<file path="src/rtl/rev_serial_subtractor.sv">
`timescale 1ns/1ps
`default_nettype none
// ============================================================================
// Module      : rev_serial_subtractor
// Description : Digit-serial a - b - bin built from Feynman/Peres reversible
//               gates, with valid/ready handshakes and result flags.
// Revision    : 1.0 - initial release
// ============================================================================
module rev_serial_subtractor #(
    parameter int WIDTH = 8,
    parameter int DIGIT = 2
) (
    input  logic             clk,
    input  logic             rst,
    input  logic             in_valid,
    output logic             in_ready,
    input  logic [WIDTH-1:0] a,
    input  logic [WIDTH-1:0] b,
    input  logic             borrow_in,
    input  logic             use_borrow_in,
    output logic             out_valid,
    input  logic             out_ready,
    output logic [WIDTH-1:0] diff,
    output logic             borrow,
    output logic             zero,
    output logic             parity,
    output logic             sign,
    output logic             overflow
);

    localparam int             c_cycles = WIDTH / DIGIT;
    localparam int             c_cnt_w  = $clog2(c_cycles + 1);
    localparam logic [c_cnt_w-1:0] c_cnt_last = c_cnt_w'(c_cycles);

    localparam logic [1:0] c_s_idle = 2'd0;
    localparam logic [1:0] c_s_run  = 2'd1;
    localparam logic [1:0] c_s_done = 2'd2;

    logic [1:0]         r_state;
    logic [1:0]         w_state_next;
    logic [WIDTH-1:0]   r_a_sh;
    logic [WIDTH-1:0]   r_b_sh;
    logic [WIDTH-1:0]   r_acc;
    logic [c_cnt_w-1:0] r_cnt;
    logic               r_carry;
    logic               r_a_msb;
    logic               r_b_msb;
    logic [WIDTH-1:0]   r_diff;
    logic               r_borrow;
    logic               r_zero;
    logic               r_parity;
    logic               r_sign;
    logic               r_overflow;

    logic               w_accept;
    logic               w_last;
    logic [DIGIT-1:0]   w_digit;
    logic               w_carry_out;
    logic [WIDTH-1:0]   w_acc_next;
    logic               w_c;
    logic               w_binv;
    logic               w_q;
    logic               w_r;
    logic               w_s;

    // ---------------- state register ----------------
    always_ff @(posedge clk or posedge rst) begin
        if (rst) begin
            r_state <= c_s_idle;
        end else begin
            r_state <= w_state_next;
        end
    end

    assign w_accept = (r_state == c_s_idle) && in_valid;
    assign w_last   = ((r_cnt + c_cnt_w'(1)) == c_cnt_last);

    // ---------------- next-state logic ----------------
    always_comb begin
        w_state_next = r_state;
        case (r_state)
            c_s_idle: if (in_valid)  w_state_next = c_s_run;
            c_s_run:  if (w_last)    w_state_next = c_s_done;
            c_s_done: if (out_ready) w_state_next = c_s_idle;
            default:                 w_state_next = c_s_idle;
        endcase
    end

    // ---------------- output logic ----------------
    always_comb begin
        in_ready  = (r_state == c_s_idle);
        out_valid = (r_state == c_s_done);
        diff      = r_diff;
        borrow    = r_borrow;
        zero      = r_zero;
        parity    = r_parity;
        sign      = r_sign;
        overflow  = r_overflow;
    end

    // Per bit: Feynman inverts b, Peres pair forms the full adder, carry = r ^ s.
    always_comb begin
        w_c     = r_carry;
        w_digit = '0;
        w_binv  = 1'b0;
        w_q     = 1'b0;
        w_r     = 1'b0;
        w_s     = 1'b0;
        for (int i = 0; i < DIGIT; i++) begin
            w_binv     = r_b_sh[i] ^ 1'b1;
            w_q        = r_a_sh[i] ^ w_binv;
            w_r        = r_a_sh[i] & w_binv;
            w_digit[i] = w_q ^ w_c;
            w_s        = w_q & w_c;
            w_c        = w_r ^ w_s;
        end
        w_carry_out = w_c;
    end

    // New digit enters at the top so the first digit ends up at bit 0.
    assign w_acc_next = WIDTH'({w_digit, r_acc} >> DIGIT);

    // ---------------- datapath ----------------
    always_ff @(posedge clk or posedge rst) begin
        if (rst) begin
            r_a_sh     <= '0;
            r_b_sh     <= '0;
            r_acc      <= '0;
            r_cnt      <= '0;
            r_carry    <= 1'b0;
            r_a_msb    <= 1'b0;
            r_b_msb    <= 1'b0;
            r_diff     <= '0;
            r_borrow   <= 1'b0;
            r_zero     <= 1'b0;
            r_parity   <= 1'b0;
            r_sign     <= 1'b0;
            r_overflow <= 1'b0;
        end else if (w_accept) begin
            r_a_sh  <= a;
            r_b_sh  <= b;
            r_a_msb <= a[WIDTH-1];
            r_b_msb <= b[WIDTH-1];
            r_carry <= ~(use_borrow_in & borrow_in);
            r_cnt   <= '0;
            r_acc   <= '0;
        end else if (r_state == c_s_run) begin
            r_a_sh  <= r_a_sh >> DIGIT;
            r_b_sh  <= r_b_sh >> DIGIT;
            r_carry <= w_carry_out;
            r_acc   <= w_acc_next;
            r_cnt   <= r_cnt + c_cnt_w'(1);
            if (w_last) begin
                r_diff     <= w_acc_next;
                r_borrow   <= ~w_carry_out;
                r_zero     <= ~|w_acc_next;
                r_parity   <= ^w_acc_next;
                r_sign     <= w_acc_next[WIDTH-1];
                r_overflow <= (r_a_msb ^ r_b_msb) & (r_a_msb ^ w_acc_next[WIDTH-1]);
            end
        end
    end

endmodule
`default_nettype wire
</file>
<file path="config.mk">
export PLATFORM = sky130hd
export DESIGN_NAME = rev_serial_subtractor
export DESIGN_NICKNAME = d
export VERILOG_FILES = /design/src/rtl/rev_serial_subtractor.sv
export SDC_FILE = /design/constraint.sdc
export NUM_CORES = 1
export LEC_CHECK = 0
export BUFFER_PORTS_ARGS = -buffer_cell sky130_fd_sc_hd__buf_4
export CAP_MARGIN = 20
export CORE_MARGIN = 2
export CORE_UTILIZATION = 35
export CTS_CLUSTER_SIZE = 24
export DETAILED_ROUTE_END_ITERATION = 10
export SETUP_SLACK_MARGIN = 0.4
export SYNTH_ARGS = -nofsm -noshare
export SYNTH_HDL_FRONTEND = slang
export SYNTH_SLANG_ARGS = --single-unit
</file>
<file path="constraint.sdc">
create_clock -name clk -period 5.7 [get_ports clk]
set_input_delay 0.57 -clock clk [delete_from_list [all_inputs] [get_ports clk]]
set_output_delay 0.57 -clock clk [all_outputs]
set_load 0.01 [all_outputs]
</file>
# Yosys cells after proc, flatten, opt, wreduce, memory -nomap -nowiden
# Cells that the tools add are included.
# op_classes
addsub	1
eq_ne	6
n_reduce_logical	8
mux	14
bitwise_logic	19
# op_table
cell	count
two-way mux 8 bit	6
OR reduction 8 bit	1
XOR reduction 8 bit	1
bitwise XOR 1 bit	8
AND 1 bit	6
two-way mux 2 bit	3
two-way mux 3 bit	2
case mux 2 bit (3 select lines)	1
AND reduction 3 bit	2
NOT 1 bit	5
!= test 2 bit, second input constant	2
adder 3 x 1 -> 3 bit, second input constant	1
== test 3 bit, second input constant	1
== test 2 x 1 -> 1 bit, second input constant	1
== test 2 bit, second input constant	1
logical NOT 2 bit	1
two-way mux 1 bit	2
!= test 2 x 1 -> 1 bit, second input constant	1
nonzero test 2 bit	1
logical AND 1 bit	1
logical NOT 1 bit	1
# word_totals
output_inout_bits	15
ff_bits	45

# Longest topological paths before layout
# Gate-level depths: netlist of the first run.
# depth
word_depth	8
ltp_mapped	6

# Worst setup path after synthesis of the first run
# Ideal clock, no wire load.
# synth_path
path_type	reg2reg
startpoint	reg r_a_sh[0]
endpoint	reg r_parity (netlist: parity)
arrival_time_ps	2091
path_slack_ps	3484
period_less_slack_ps	2216
setup_ps	125
required_ps	5575
path_buffers	0
stages_incl_launch_ff	6
cell_sequence	dfrtp_1 -> fa_1 -> fa_1 -> xnor3_1 -> xnor2_1 -> mux2_2
# synth_between
elab_chain_len	5
elab_cells_between_ends	7
classes_between	6 x bitwise; 1 x reduce/logical
# synth_rtl
element	line	rtl
start, declared	41	logic [WIDTH-1:0] r_a_sh;
start signal, assigned	148	r_a_sh <= r_a_sh >> DIGIT;
bitwise XOR 1 bit	111	w_q = r_a_sh[i] ^ w_binv;
AND 1 bit	114	w_s = w_q & w_c;
bitwise XOR 1 bit (*)	115	w_c = w_r ^ w_s;
bitwise XOR 1 bit (*)	113	w_digit[i] = w_q ^ w_c;
via w_acc_next[7]	59	logic [WIDTH-1:0] w_acc_next;
XOR reduction 8 bit (*)	157	r_parity <= ^w_acc_next;
end signal, assigned	157	
end, declared	51	logic r_parity;
# The timed path passes the listed nets; every way through them passes the cells marked *.
# A chain may end at the register's enable or synchronous reset.

# Worst setup path in the final report of the first run
# layout_path
startpoint	reg r_state[0]
endpoint	reg r_diff[6] (netlist: diff[6])
# layout_between
elab_chain_len	4
elab_cells_between_ends	5
classes_between	1 x eq/ne; 1 x bitwise; 3 x reduce/logical
# layout_rtl
element	line	rtl
start, declared	39	logic [1:0] r_state;
start signal, assigned	69	r_state <= c_s_idle;
start signal, assigned	71	r_state <= w_state_next;
logical NOT 2 bit	75	assign w_accept = (r_state == c_s_idle) && in_valid;
logical AND 1 bit	75	
NOT 1 bit (no line)	n/a	
AND reduction 3 bit (no line) (*)	n/a	
end signal, assigned	154	r_diff <= w_acc_next;
end, declared	48	logic [WIDTH-1:0] r_diff;
# Mark *: on every way between the ends. The rest lies on a longest branch, timed or not.

==> results of run 1 <==
==> how the worst max path moves through the flow <==
| stage | end | slack, ns | cells after the start |
|---|---|---|---|
| 2_1_floorplan | parity | 3.48 | 5 |
| 3_3_place_gp | parity | 3.40 | 5 |
| 3_5_place_dp | parity | 3.40 | 5 |
| 4_1_cts | diff[6] | 3.37 | 3 |
| 5_1_grt | diff[6] | 3.14 | 3 |
| 6_report | diff[6] | 3.37 | 3 |
==> kinds of logic after synthesis <==
logic type	count (synthesis)	share of synthesized area [%]
compound gates	32	11.4
xor+xnor	4	2.54
fa+ha+maj	7	5.34
buf+inv	21	5.15
flops	42	54.7
mux	14	9.45
simple gates	50	11.4
==> state kept, by name, summed over array words and instances (netlist names) <==
signal    cells
r_state       2
r_b_sh        8
r_cnt         3
parity        1
r_a_sh        8
r_b_msb       1
borrow        1
overflow      1
diff          8
r_a_msb       1
zero          1
r_carry       1
r_acc         6
==> power groups by stage <==
stage	clock network, µW	logic, µW	registers, µW
after floorplan	0	471	514
after global placement	0	635	515
after detailed placement	0	640	517
after CTS	185	648	512
after global routing	197	713	531
final	176	639	511
==> per-layer routing <==
metal | vias up | part of all wire [%]
met5 | - | 0
met4 | 0 | 0.86
met3 | 5 | 4.3
met2 | 27 | 44
met1 | 611 | 51
li1 | 654 | -
==> placed cells by master (no fill, tap or decap), drive strengths merged <==
master,synthesis,final
dfrtp,42,42
nand2,39,39
buf,9,39
inv,12,12
a22oi,12,12
mux2,12,12
o21ai,7,7
o22ai,5,5
ha,5,5
clkbuf,0,5
nand2b,3,3
xor2,2,2
nor2,2,2
mux2i,2,2
o31ai,2,2
a22o,2,2
fa,2,2
clkinv,0,2
nor3b,2,2
nor2b,1,1
nand3,1,1
o21bai,1,1
xnor3,1,1
xnor2,1,1
nand4,1,1
a21boi,1,1
a221o,1,1
a21oi,1,1
or2,1,1
==> worst reg2reg max path, stage by stage (launching register included) <==
cell and delay, ns:
dfrtp_1 0.44, nor2b_2 0.75, nand3_2 0.57, mux2_4 0.45
==> metrics by stage <==
stage	std cells	util (%)	area (µm²)
after floorplan	170	-	1920
after global placement	270	43.3	2250
after detailed placement	270	43.3	2250
after CTS	277	44.8	2330
after global routing	277	44.8	2330
final	277	44.8	2330
==> area by class of cell <==
cell class | instances | area share (%)
inverters | 12 | 1.93
flip-flops and latches | 42 | 45.1
repair buffers | 39 | 12.6
clock inverters | 2 | 0.429
multi-input cells | 107 | 33.3
clock buffers | 5 | 2.95
well taps | 70 | 3.76
==> flow_summary.yaml, run 1 <==
timing:
  setup_ws_ns: 3.37
  hold_viol: 0
  fin_skew_ns: 0.00693
  setup_violations: 0
  final.min_clock_period_ns: 2.33
  rsz0062_at_grt: "no"
  worst_hold_slack_ns: 0.422
  fin_setup_tns_ns: 0
  slew_headroom_pct: 42.1
  fin_crit_sh_pct: 40.9
  maxSlewViolCount: 0
  worst_pin_slew_ns: 0.864
  max_freq_mhz: 429
global_route:
  grt_pass1_vias: 1320
  met1_usage_pct: 20.3
  grt.met3_usage_pct: 3.68
  top_usage_layer: "met1"
  grtUsageMet2_pct: 19.1
  gr-total-overflow: 0
  groute.usage.overall_pct: 13.5
  antenna_found_initial: 0
  grt_first_pass_wirelength_um: 6400
  grt_start_max_net_pins: 43
floorplan:
  die_y_um: 78.1
  io_pins: 37
  start_util_pct: 36.9
  dieWidth_um: 78.1
  die_area_um2: 6100
  rows: 26
  placeableCoreArea_um2: 5200
setup_path:
  critical_path_required_ns: 5.87
  slowest_delay_ns: 0.75
  end_kind: "flop"
  crit_family: "simple AND/OR/NAND/NOR gates"
  rrSetupSlack_ns: 3.37
  arrival_ns: 2.50
  critPathBufInv: 0
  worstPathMaxFanout: 20
  worst_path_max_delay_cell: "nor2b_2"
  worstPathCellList: "nor2b_2 -> nand3_2 -> mux2_4"
  r2r-end: "diff[6]"
  criticalPathCategory: "flop to flop"
  crit_start: "r_state[0]"
  reg2reg_depth: 3
  regToRegStartpoint: "r_state[0]"
  start_kind: "flop"
detailed_routing:
  drc: 0
  routed_wl_um: 3740
  dr.first_iter.drc_count: 65
  wl_per_cell_um: 13.5
  viasPerCell: 4.68
  dr_total_vias: 1297
  dr.pass1.iters: 4
  postRouteAntennaNets: 0
logic_synthesis:
  synth_ff_type: "dfrtp_1"
  synth-seq-cells: 42
  synth_area_um2: 1920
  syn_inst: 170
  synth_area_leaders: "dfrtp_1 (55%), nand2_1 (7.6%), mux2_4 (5.5%), a22oi_1 (4.7%), ha_1 (3.3%)"
  post-synth-top-count-cell: "dfrtp_1"
  yosysWarnings: 0
  synth_edf_count: 0
  synthTopCellsByCount: "dfrtp_1 (42), nand2_1 (39), a22oi_1 (12), inv_1 (12)"
  ys_seq_area_share_pct: 54.7
  synth_cell_types: 30
  synth_top_cell_by_area: "dfrtp_1"
  syn_nets: 199
  synthArstFlopShare_pct: 100
  synth.top_cell.area_share_pct: 54.7
  syn_area_per_cell_um2: 11.3
clock_network:
  cts.sinks: 42
  postCtsSetupBuffers: 0
  clockRootBuffer: "clkbuf_8"
  numCtsBuffers: 5
  worstSkewPairLatency_ns: 0.29
  post_cts_resized: 0
  htree_levels: 2
  tritoncts: "done"
  cts_max_path_buffers: 2
  clk_pin_slew_ns: 0.07
  cts_hold_buf: 0
power_and_ir_drop:
  seq_power_share_pct: 38.5
  total_power_uw: 1330
  p_per_area_nw_per_um2: 569
  comb_power_share_pct: 48.2
  p_sw_share_pct: 36.5
  p_sw_uw: 484
  p_int_uw: 842
  p_leak_uw: 0.00119
  vdd_ir_drop_max_mv: 0.269
  p_clk_share_pct: 13.3
outcome:
  status: "completed"
placement:
  dp_hpwl_um: 2510
  pre_cts_slack_ns: 3.40
  portBuffers: 36
  finalWeightedCongestion: 0.752
finish:
  diodes: 0
  fin_nets: 236
  seq_area_um2: 1050
  drive_above_1_share_pct: 30.0
  multi_input_area_um2: 776
  area_growth_pct: 21.4
  nFillCells: 527
min_path:
  worstHoldPathType: "input pin to async pin"
job:
  max_cap_viol_count: 0
No activity file was read; power rests on OpenSTA's default activity.
==> run 2, diff against run 1 <==
Clock period 5.7 ns to 2.25 ns, I/O delays scaled along.
==> flow_summary.yaml, run 2 (synthesis gave the netlist of run 1 again) <==
outcome:
  status: "completed"
min_path:
  worstHoldPathType: "input pin to async pin"
timing:
  fin_skew_ns: 0.00985
  slew_headroom_pct: 54.9
  worst_pin_slew_ns: 0.675
  fin_crit_sh_pct: 90.9
  fin_setup_tns_ns: 0
  maxSlewViolCount: 0
  rsz0062_at_grt: "yes"
  setup_violations: 0
  worst_hold_slack_ns: 0.0739
  hold_viol: 0
  final.min_clock_period_ns: 2.04
  max_freq_mhz: 489
detailed_routing:
  viasPerCell: 4.81
  drc: 0
  wl_per_cell_um: 13.4
  dr_total_vias: 1343
  postRouteAntennaNets: 0
  dr.first_iter.drc_count: 66
  dr.pass1.iters: 4
  routed_wl_um: 3730
setup_path:
  worstPathCellList: "inv_2 -> fa_2 -> fa_2 -> xnor3_1 -> xnor2_1 -> mux2_2"
  slowest_delay_ns: 0.55
  crit_family: "adder cells"
  worstPathMaxFanout: 2
  worst_path_max_delay_cell: "fa_2"
  start_kind: "flop"
  critical_path_required_ns: 2.43
  cp_common_cell: "fa_2"
  critPathBufInv: 1
  criticalPathCategory: "flop to flop"
  end_kind: "flop"
  arrival_ns: 2.22
placement:
  finalWeightedCongestion: 0.777
  portBuffers: 36
  dp_hpwl_um: 2610
global_route:
  groute.usage.overall_pct: 13.4
  antenna_found_initial: 0
  grt_start_max_net_pins: 43
  gr-total-overflow: 0
  grt_pass1_vias: 1320
  grt_first_pass_wirelength_um: 6260
finish:
  fin_nets: 239
  diodes: 0
  area_growth_pct: 23.4
  finalCoreUtilization_pct: 45.5
  drive_above_1_share_pct: 32.1
  layout_common_cells: "dfrtp_1 (42), buf_4 (42), nand2_1 (39)"
clock_network:
  clockRootBuffer: "clkbuf_8"
  htree_levels: 2
  cts.sinks: 42
  cts_hold_buf: 0
  cts_max_path_buffers: 2
  tritoncts: "done"
  worstSkewPairLatency_ns: 0.29
  clk_pin_slew_ns: 0.08
  numCtsBuffers: 5
power_and_ir_drop:
  p_leak_uw: 0.00120
  p_per_area_nw_per_um2: 1450
  vdd_ir_drop_max_mv: 0.539
floorplan:
  start_util_pct: 36.9
  die_y_um: 78.1
  io_pins: 37
  die_area_um2: 6100
  rows: 26
  placeableCoreArea_um2: 5200
  dieWidth_um: 78.1
job:
  max_cap_viol_count: 0
run 2: cell type report:
type | count | area [µm²]
Clock buffer | 6 | 82.6
Fill cell | 529 | 2840
Inverter | 12 | 45.0
Multi-Input combinational cell | 107 | 788
Sequential cell | 42 | 1050
Tap cell | 70 | 87.6
Timing Repair Buffer | 42 | 315
run 2: where the power goes:
group,switching (µW),total [µW],internal (µW)
Clock,230,467,236
Combinational,787,1680,891
Sequential,222,1300,1080
Total,1240,3450,2210
run 2: final timing paths:
path	start	to	slack, ns	depth (start not counted)
max	r_b_sh[0]	parity	0.21	6
min	rst	diff[6]	0.07	3
max reg2reg	r_b_sh[0]	parity	0.21	6
min reg2reg	r_b_sh[2]	r_b_sh[2]	0.48	2
max in group asynchronous	rst	r_carry	1.81	3
min in group clk	out_ready	r_state[1]	0.13	2
run 2: tightest hold or removal path: cells and delay by family:
family / cells / cell delay, ns
buffers and inverters: 3 / 0.59
run 2: stage by stage:
step                total power [µW]  cells  cell area (µm²)  setup WS (ns)
floorplan                       2500    170             1930          0.186
global placement                2930    272             2270          0.138
detailed placement              2980    272             2270          0.111
CTS                             3480    279             2360          0.192
global route                    3760    279             2370          0.128
finish                          3450    279             2370          0.206
run 2: routing by layer:
| layer | wire (µm) | part of all wire [%] | GRT usage [%] |
|---|---|---|---|
| met1 | 1730 | 46 | 17.6 |
| met2 | 1740 | 47 | 21.0 |
| met3 | 196 | 5.3 | 3.56 |
| met4 | 61 | 1.6 | 5.26 |
| met5 | 0 | 0 | 0 |
run 2: repair_timing:
item,4_1_cts,5_1_grt
setup buffers,1,0
pin swaps,1,0
cloned,0,0
gates resized for setup,0,1
endpoints found under the setup margin,2,11
